[config.mk]
export PLATFORM = sky130hd
export DESIGN_NAME = window_fetcher
export DESIGN_NICKNAME = d
export VERILOG_FILES = /design/src/rtl/window_fetcher.sv
export SDC_FILE = /design/constraint.sdc
export NUM_CORES = 1
export LEC_CHECK = 0
export CAP_MARGIN = 20
export CELL_PAD_IN_SITES_DETAIL_PLACEMENT = 0
export CELL_PAD_IN_SITES_GLOBAL_PLACEMENT = 1
export CORE_ASPECT_RATIO = 0.6
export CORE_UTILIZATION = 45
export DETAILED_ROUTE_END_ITERATION = 7
export GPL_TIMING_DRIVEN = 1
export PLACE_DENSITY = 0.83
export SLEW_MARGIN = 25
export SYNTH_ARGS = -nofsm -noshare
export SYNTH_HDL_FRONTEND = slang
export SYNTH_SLANG_ARGS = --single-unit
[constraint.sdc]
create_clock -name i_clk -period 12.4 [get_ports i_clk]
set_input_delay 2.48 -clock i_clk [delete_from_list [all_inputs] [get_ports i_clk]]
set_output_delay 2.48 -clock i_clk [all_outputs]
set_load 0.03 [all_outputs]
[src/rtl/window_fetcher.sv]
// -----------------------------------------------------------------------------
// window_fetcher
//
// Purpose:
//   Reader side of the window-address interface. Each single-cycle i_addr_valid
//   pulse carries one KxK window as DATA_LENGTH buffer addresses. The fetcher
//   reads them one per cycle from a single-port buffer SRAM with 1-cycle read
//   latency. It gathers the returned words and presents the whole window on
//   o_data with a single-cycle o_valid pulse.
//
// Ports:
//   i_clk         clock, all logic on the rising edge
//   i_rst         asynchronous active-high reset
//   i_reg_clear   synchronous clear, same effect as i_rst (lower priority)
//   i_addr_valid  address vector valid, 1-cycle pulse, accepted only when idle
//   i_addr        window addresses, index 0 fetched first
//   o_busy        fetch in progress
//   o_overrun     sticky flag: an address vector arrived while busy and was dropped
//   o_mem_re      buffer read enable
//   o_mem_addr    buffer read address
//   i_mem_data    buffer read data, valid the cycle after o_mem_re
//   o_valid       assembled window valid, 1-cycle pulse
//   o_data        assembled window, holds until the next completed window
// -----------------------------------------------------------------------------
module window_fetcher #(
  parameter int ADDR_WIDTH  = 6,
  parameter int DATA_WIDTH  = 8,
  parameter int DATA_LENGTH = 9
) (
  input  logic                                     i_clk,
  input  logic                                     i_rst,
  input  logic                                     i_reg_clear,
  input  logic                                     i_addr_valid,
  input  logic [0:DATA_LENGTH-1][ADDR_WIDTH-1:0]   i_addr,
  output logic                                     o_busy,
  output logic                                     o_overrun,
  output logic                                     o_mem_re,
  output logic [ADDR_WIDTH-1:0]                    o_mem_addr,
  input  logic [DATA_WIDTH-1:0]                    i_mem_data,
  output logic                                     o_valid,
  output logic [0:DATA_LENGTH-1][DATA_WIDTH-1:0]   o_data
);

  localparam int CNT_W = (DATA_LENGTH > 1) ? $clog2(DATA_LENGTH) : 1;
  localparam logic [CNT_W-1:0] LAST_IDX = CNT_W'(DATA_LENGTH - 1);

  typedef enum logic [1:0] {
    S_IDLE  = 2'd0,
    S_READ  = 2'd1,
    S_DRAIN = 2'd2
  } state_t;

  state_t                                  state_reg;
  logic [0:DATA_LENGTH-1][ADDR_WIDTH-1:0]  addr_reg;
  // Index of the address currently presented on o_mem_addr.
  logic [CNT_W-1:0]                        issue_cnt_reg;
  logic [CNT_W-1:0]                        issue_cnt_next;
  // Delayed copy of o_mem_re / issue index: tags the word now on i_mem_data.
  logic                                    rd_valid_reg;
  logic [CNT_W-1:0]                        rd_idx_reg;
  logic [DATA_WIDTH-1:0]                   data_reg [DATA_LENGTH];
  // Window as it will look after this edge's capture; the last word is taken
  // straight from i_mem_data so o_data updates on the same edge it returns.
  logic [0:DATA_LENGTH-1][DATA_WIDTH-1:0]  window_next;

  assign issue_cnt_next = issue_cnt_reg + 1'b1;

  for (genvar gi = 0; gi < DATA_LENGTH; gi++) begin : g_window
    assign window_next[gi] = (rd_valid_reg && (rd_idx_reg == CNT_W'(gi)))
                             ? i_mem_data : data_reg[gi];
  end

  // Capture of returning words into the staging array.
  always_ff @(posedge i_clk or posedge i_rst) begin
    if (i_rst) begin
      for (int i = 0; i < DATA_LENGTH; i++) data_reg[i] <= '0;
    end else if (i_reg_clear) begin
      for (int i = 0; i < DATA_LENGTH; i++) data_reg[i] <= '0;
    end else if (rd_valid_reg) begin
      data_reg[rd_idx_reg] <= i_mem_data;
    end
  end

  // Control FSM with registered outputs. The first read is issued on the
  // accepting edge so the last word returns DATA_LENGTH+1 edges later.
  always_ff @(posedge i_clk or posedge i_rst) begin
    if (i_rst) begin
      state_reg     <= S_IDLE;
      addr_reg      <= '0;
      issue_cnt_reg <= '0;
      rd_valid_reg  <= 1'b0;
      rd_idx_reg    <= '0;
      o_busy        <= 1'b0;
      o_overrun     <= 1'b0;
      o_mem_re      <= 1'b0;
      o_mem_addr    <= '0;
      o_valid       <= 1'b0;
      o_data        <= '0;
    end else if (i_reg_clear) begin
      state_reg     <= S_IDLE;
      addr_reg      <= '0;
      issue_cnt_reg <= '0;
      rd_valid_reg  <= 1'b0;
      rd_idx_reg    <= '0;
      o_busy        <= 1'b0;
      o_overrun     <= 1'b0;
      o_mem_re      <= 1'b0;
      o_mem_addr    <= '0;
      o_valid       <= 1'b0;
      o_data        <= '0;
    end else begin
      o_valid      <= 1'b0;
      rd_valid_reg <= o_mem_re;
      rd_idx_reg   <= issue_cnt_reg;
      case (state_reg)
        S_IDLE: begin
          if (i_addr_valid) begin
            addr_reg      <= i_addr;
            issue_cnt_reg <= '0;
            o_mem_addr    <= i_addr[0];
            o_mem_re      <= 1'b1;
            o_busy        <= 1'b1;
            state_reg     <= S_READ;
          end
        end
        S_READ: begin
          if (i_addr_valid) o_overrun <= 1'b1;
          if (issue_cnt_reg == LAST_IDX) begin
            o_mem_re  <= 1'b0;
            state_reg <= S_DRAIN;
          end else begin
            issue_cnt_reg <= issue_cnt_next;
            o_mem_addr    <= addr_reg[issue_cnt_next];
          end
        end
        S_DRAIN: begin
          if (i_addr_valid) o_overrun <= 1'b1;
          o_data    <= window_next;
          o_valid   <= 1'b1;
          o_busy    <= 1'b0;
          state_reg <= S_IDLE;
        end
        default: begin
          state_reg <= S_IDLE;
        end
      endcase
    end
  end

endmodule

==> results.json, run 1 <==
{
  "maxSlewViolCount": 0,
  "synth_area_sq_um": 9224,
  "p_switching_mw": 0.3596,
  "clk_latency_ns": 0.49,
  "drtIter0Drc": 501,
  "fmax_ghz": 0.2422,
  "initial_utilization_pct": 46.07,
  "synthCells": 848,
  "startpoint": "o_mem_re",
  "fin_nets": 1026,
  "leakagePower_nw": 5.038,
  "globalplace.congestion": 0.7848,
  "dr.pass1.iters": 5,
  "dpl_cell_area_sq_um": 10820,
  "finalClockSkew_ns": 0.01352,
  "crit_end": "o_mem_re",
  "final_common_cell": "dfrtp_1",
  "seqPwrFrac_pct": 50.4,
  "clock_power_share_pct": 39.4,
  "drive_gt1_share_pct": 6.639,
  "clkSlewWorstSetupHoldPaths_ns": 0.06,
  "grt_pass1_wl_um": 37140,
  "synth_flop_cell": "dfrtp_1",
  "critPathBufInv": 1,
  "globalRouteMet3Util_pct": 3.660,
  "design_area_sq_um": 11430,
  "grt_max_degree": 122,
  "synth-warning-count": 0,
  "postSynthAreaPerCell_sq_um": 10.88,
  "swShare_pct": 24.27,
  "peakVddDrop_mv": 0.08918,
  "postCtsSetupBuffers": 0,
  "drc_errors": 0,
  "reg2reg_slack_ns": 9.73,
  "synth_area_leader_cell": "dfrtp_1",
  "ys_seq_elements": 219,
  "routed_wl_um": 22420,
  "dp.cells": 1205,
  "final.fill_count": 1745,
  "wl_per_cell_um": 18.12,
  "final-setup-viol-count": 0,
  "relSlewSlack_pct": 37.18,
  "drtAntennaViolNets": 0,
  "die_h_um": 112.9,
  "p_per_area_nw_per_um2": 129.6,
  "combPwrFrac_pct": 10.2,
  "critPathCaptureType": "output port",
  "worst-path-stages": 1,
  "clockBufferDepth": 3,
  "postCtsHoldBufs": 0,
  "fin_crit_sh_pct": 33.30,
  "synthArstFlopShare_pct": 100.0,
  "synth_edf_count": 0,
  "crit_path_max_incr_delay_ns": 0.72,
  "ctsHtreeMaxLevel": 1,
  "grt_pass1_vias": 6659,
  "post-route-min-period_ns": 4.129,
  "die_w_um": 186.8,
  "rows": 40,
  "tritoncts": "done",
  "r2r_start": "issue_cnt_reg[0]",
  "worstSetupPathType": "flip-flop to output port",
  "cts_resized": 0,
  "grt_busiest_layer": "met1",
  "vias": 6620,
  "synth_top_area_share_pct": 59.41,
  "post_drt_via_cell_ratio": 5.352,
  "groute.usage.overall_pct": 22.13,
  "worst_path_max_delay_cell": "clkdlybuf4s50_1",
  "dieArea_sq_um": 21090,
  "most-common-layout-cells": "219 x dfrtp_1, 146 x clkdlybuf4s50_1, 128 x nand2_1, 119 x nor2_1, 77 x a21oi_1",
  "port_buffers": 147,
  "grtUsageMet2_pct": 30.52,
  "synth.distinct_cells": 48,
  "r2r-end": "o_mem_addr[5]",
  "clock_sinks": 219,
  "startpoint_type": "flip-flop",
  "critPathArrivalTime_ns": 1.65,
  "finalCoreUtilization_pct": 57.11,
  "use_met1_pct": 36.45,
  "overflow": 0,
  "hp-class": "flip-flop to flip-flop",
  "syn-num-nets": 920,
  "areaGrowthSynthToFinish_pct": 23.96,
  "hold_violations": 0,
  "crit_family": "buffers and inverters",
  "worstPathMaxFanout": 4,
  "rsz0062_at_grt": "no",
  "finalNonFillerCells": 1237,
  "outcome": "finished clean",
  "dpl.hpwl_um": 14450,
  "crit_chain": "clkdlybuf4s50_1",
  "worstMarginPinSlew_ns": 0.9423,
  "intPower_mw": 1.122,
  "io-pin-count": 148,
  "required_ns": 9.92,
  "tns_ns": 0,
  "synthTopCellsByArea": "dfrtp_1 59%, mux2i_1 6.6%, nand2_1 5.2%",
  "yosysSeqAreaShare_pct": 59.41,
  "cts-root-buf": "clkbuf_16",
  "cts-buffers-inserted": 20,
  "antenna_found_initial": 0,
  "core_area_sq_um": 20020,
  "n_antenna_cell": 0,
  "rr_worst_depth": 6,
  "cap_violations": 0
}
==> synth_stat cells, types with 2 or more instances <==
library cell    n
a22o_1         34
nor2_1        120
clkbuf_1       43
buf_4           3
ha_1            6
mux2i_1        61
dfrtp_1       219
o211ai_1        3
a221oi_1        3
nor3b_1         2
inv_1           8
a31oi_1         3
nand2_1       128
o21ai_0         5
nor2b_1         4
buf_2           8
buf_1          13
buf_6           3
nand4b_1        2
a22oi_1         3
a21oi_1        77
o22ai_1         2
nand4_1         2
xor2_1          3
nor3_1          4
a211oi_1       44
nand3_1        12
mux4_2         12
mux2_2          2
==> power groups by stage <==
stage / Sequential, mW / Clock, mW / Combinational [mW]
2_1_floorplan: 0.762 / 0 / 0.0892
3_3_place_gp: 0.758 / 0 / 0.151
3_5_place_dp: 0.759 / 0 / 0.152
4_1_cts: 0.746 / 0.600 / 0.153
5_1_grt: 0.748 / 0.629 / 0.168
6_report: 0.746 / 0.584 / 0.151
==> worst register-to-register path: stages (launching register included) <==
cell,delay [ns]
dfrtp_1,0.32
buf_4,0.32
inv_1,0.14
ha_1,0.61
nor3_1,0.83
a22oi_1,0.22
a21oi_1,0.16
==> logic make-up after synthesis <==
kind of cell               Yosys count  share of synthesized area, %
muxes                               75                         9.794
adders and majority gates            6                        0.8139
xor gates and xnor gates             3                        0.2849
DFF                                219                         59.41
AOI/OAI and AO/OA                  179                         12.86
buffers and inverters               79                         3.690
and+or+nand+nor                    287                         13.14
==> worst min-delay path by stage <==
| stage | endpoint | start | slack, ns | cells past startpoint |
|---|---|---|---|---|
| 5_1_grt | data_reg[48] | data_reg[48] | 0.52 | 1 |
| 2_1_floorplan | data_reg[48] | data_reg[48] | 0.47 | 1 |
| 3_3_place_gp | data_reg[48] | data_reg[48] | 0.49 | 1 |
| 6_report | o_data[57] | o_data[57] | 0.50 | 1 |
| 4_1_cts | o_data[49] | o_data[49] | 0.51 | 1 |
| 3_5_place_dp | o_data[49] | o_data[49] | 0.48 | 1 |
==> metrics by stage <==
step | setup WS [ns] | total power, mW | hold WS, ns
6_report | 8.271 | 1.481 | 0.5027
3_3_place_gp | 7.730 | 0.9096 | 0.4893
5_1_grt | 8.092 | 1.545 | 0.5151
2_1_floorplan | 3.927 | 0.8513 | 0.4680
4_1_cts | 8.263 | 1.498 | 0.5062
3_5_place_dp | 7.756 | 0.9113 | 0.4839
==> area by class of cell <==
| cell class | count | area (sq um) | area share, % |
|---|---|---|---|
| clock buffer | 30 | 599.3 | 5.242 |
| clock inverter | 2 | 10.01 | 0.08755 |
| inverter | 9 | 41.29 | 0.3611 |
| multi-input combinational | 550 | 3436 | 30.05 |
| sequential | 219 | 5480 | 47.93 |
| tap | 273 | 341.6 | 2.988 |
| timing repair buffer | 154 | 1525 | 13.34 |
==> layer usage <==
| metal | share of wire [%] | vias to the layer above |
|---|---|---|
| met1 | 53 | 3297 |
| met5 | 0 | - |
| li1 | - | 3139 |
| met2 | 41 | 157 |
| met4 | 1.0 | 0 |
| met3 | 4.6 | 27 |
Note: power is estimated with default switching activity, not from simulation.
==> run 2: changes to the inputs <==
Settings changed: CORE_UTILIZATION 45 to 38, PLACE_DENSITY 0.83 to 0.75.
Clock period 12.4 ns to 3.6 ns, I/O delays scaled along.
==> run 2 against run 1 <==
Routed wire length grew 4.5%. Count of clock-buffer cells in the layout rose by 3. Critical path depth unchanged.
==> results.json, run 2 (same netlist as run 1, synthesis figures left out) <==
{
  "drtIter0Drc": 411,
  "postCtsHoldBufs": 0,
  "design_area_sq_um": 11730,
  "die_h_um": 122.7,
  "grt_pass1_wl_um": 37270,
  "crit_path_max_incr_delay_ns": 0.70,
  "dieArea_sq_um": 24920,
  "tritoncts": "done",
  "initial_utilization_pct": 39.32,
  "routed_wl_um": 23420,
  "worstPathMaxFanout": 2,
  "port_buffers": 147,
  "fin_nets": 1040,
  "outcome": "finished clean",
  "overflow": 0,
  "critPathCaptureType": "output port",
  "hold_violations": 0,
  "required_ns": 2.88,
  "drtAntennaViolNets": 0,
  "finalClockSkew_ns": 0.01980,
  "rows": 43,
  "dpl.hpwl_um": 15720,
  "hp-class": "flip-flop to flip-flop",
  "drive_gt1_share_pct": 8.444,
  "peakVddDrop_mv": 0.2819,
  "startpoint_type": "flip-flop",
  "globalplace.congestion": 0.8018,
  "post-route-min-period_ns": 2.351,
  "relSlewSlack_pct": 39.69,
  "rsz0062_at_grt": "no",
  "worstSetupPathType": "flip-flop to output port",
  "groute.usage.overall_pct": 19.13,
  "n_antenna_cell": 0,
  "grt_max_degree": 61,
  "postCtsSetupBuffers": 0,
  "crit_chain": "clkdlybuf4s50_1",
  "most-common-layout-cells": "219 x dfrtp_1, 146 x clkdlybuf4s50_1, 128 x nand2_1, 119 x nor2_1, 77 x a21oi_1",
  "clkSlewWorstSetupHoldPaths_ns": 0.06,
  "fmax_ghz": 0.4254,
  "post_drt_via_cell_ratio": 5.108,
  "cts_resized": 0,
  "drc_errors": 0,
  "wl_per_cell_um": 18.04,
  "p_per_area_nw_per_um2": 468.0,
  "areaGrowthSynthToFinish_pct": 27.16,
  "final_common_cell": "dfrtp_1",
  "critPathBufInv": 1,
  "cts-buffers-inserted": 22,
  "die_w_um": 203.1,
  "crit_family": "buffers and inverters",
  "leakagePower_nw": 5.168,
  "vias": 6630,
  "final-setup-viol-count": 0,
  "antenna_found_initial": 0,
  "core_area_sq_um": 23460,
  "ctsHtreeMaxLevel": 1,
  "cts-root-buf": "clkbuf_16",
  "clk_latency_ns": 0.51,
  "dr.pass1.iters": 4,
  "grt_pass1_vias": 6496,
  "worst_path_max_delay_cell": "clkdlybuf4s50_1",
  "maxSlewViolCount": 0,
  "worstMarginPinSlew_ns": 0.9008,
  "cap_violations": 0,
  "dpl_cell_area_sq_um": 10970,
  "tns_ns": 0,
  "fin_crit_sh_pct": 65.30,
  "critPathArrivalTime_ns": 1.63,
  "clock_sinks": 219,
  "clockBufferDepth": 3,
  "io-pin-count": 148
}
## run 2: changes by cell type in the layout (fill, tap and decap cells not counted), sizes merged
cell | previous run | this run
inv | 9 | 8
clkinvlp | 0 | 2
clkbuf | 30 | 33
clkinv | 2 | 3
bufinv | 0 | 2
buf | 8 | 20
## run 2: path summary, 6_finish.rpt
path / startpoint / end / slack (ns) / cells past startpoint
max in group asynchronous: i_rst / addr_reg[31] / 2.09 / 3
worst max register to register: issue_cnt_reg[1] / o_mem_addr[3] / 1.28 / 5
worst min-delay path: o_data[68] / o_data[68] / 0.50 / 1
worst max-delay path: o_data[56] / o_data[56] / 1.25 / 1
worst min register to register: o_data[68] / o_data[68] / 0.50 / 1
min in group asynchronous: i_rst / data_reg[71] / 0.72 / 2
## run 2: per-layer routing
layer  vias to the layer above  wire (um)  global-route usage, %
met3                        30        975                  3.080
met1                      3281      12610                  31.35
met2                       135       9488                  25.83
met5                         -          0                      0
li1                       3184          -                      -
met4                         0        346                  4.182
## run 2: power by group
group	internal [mW]	total [mW]	switching (mW)
Combinational	0.204	0.535	0.331
Clock	1.43	2.39	0.952
Sequential	2.53	2.57	0.0410
## run 2: layout make-up
class,instances,area (sq um)
fill,2178,11730
sequential,219,5480
multi-input combinational,550,3425
timing repair buffer,166,1637
clock buffer,33,673.1
tap,315,394.1
clock inverter,6,82.58
inverter,9,37.54
## run 2: metrics by stage
stage	setup WS (ns)	hold WS, ns	std cells	total power, mW	utilization [%]
floorplan	0.02591	0.4680	848	2.933	-
global placement	1.143	0.4878	1259	3.153	46.78
detailed placement	1.101	0.4848	1259	3.156	46.78
CTS	1.236	0.5061	1298	5.537	50.00
global route	1.075	0.5219	1298	5.688	50.00
finish	1.249	0.5003	1298	5.489	50.00
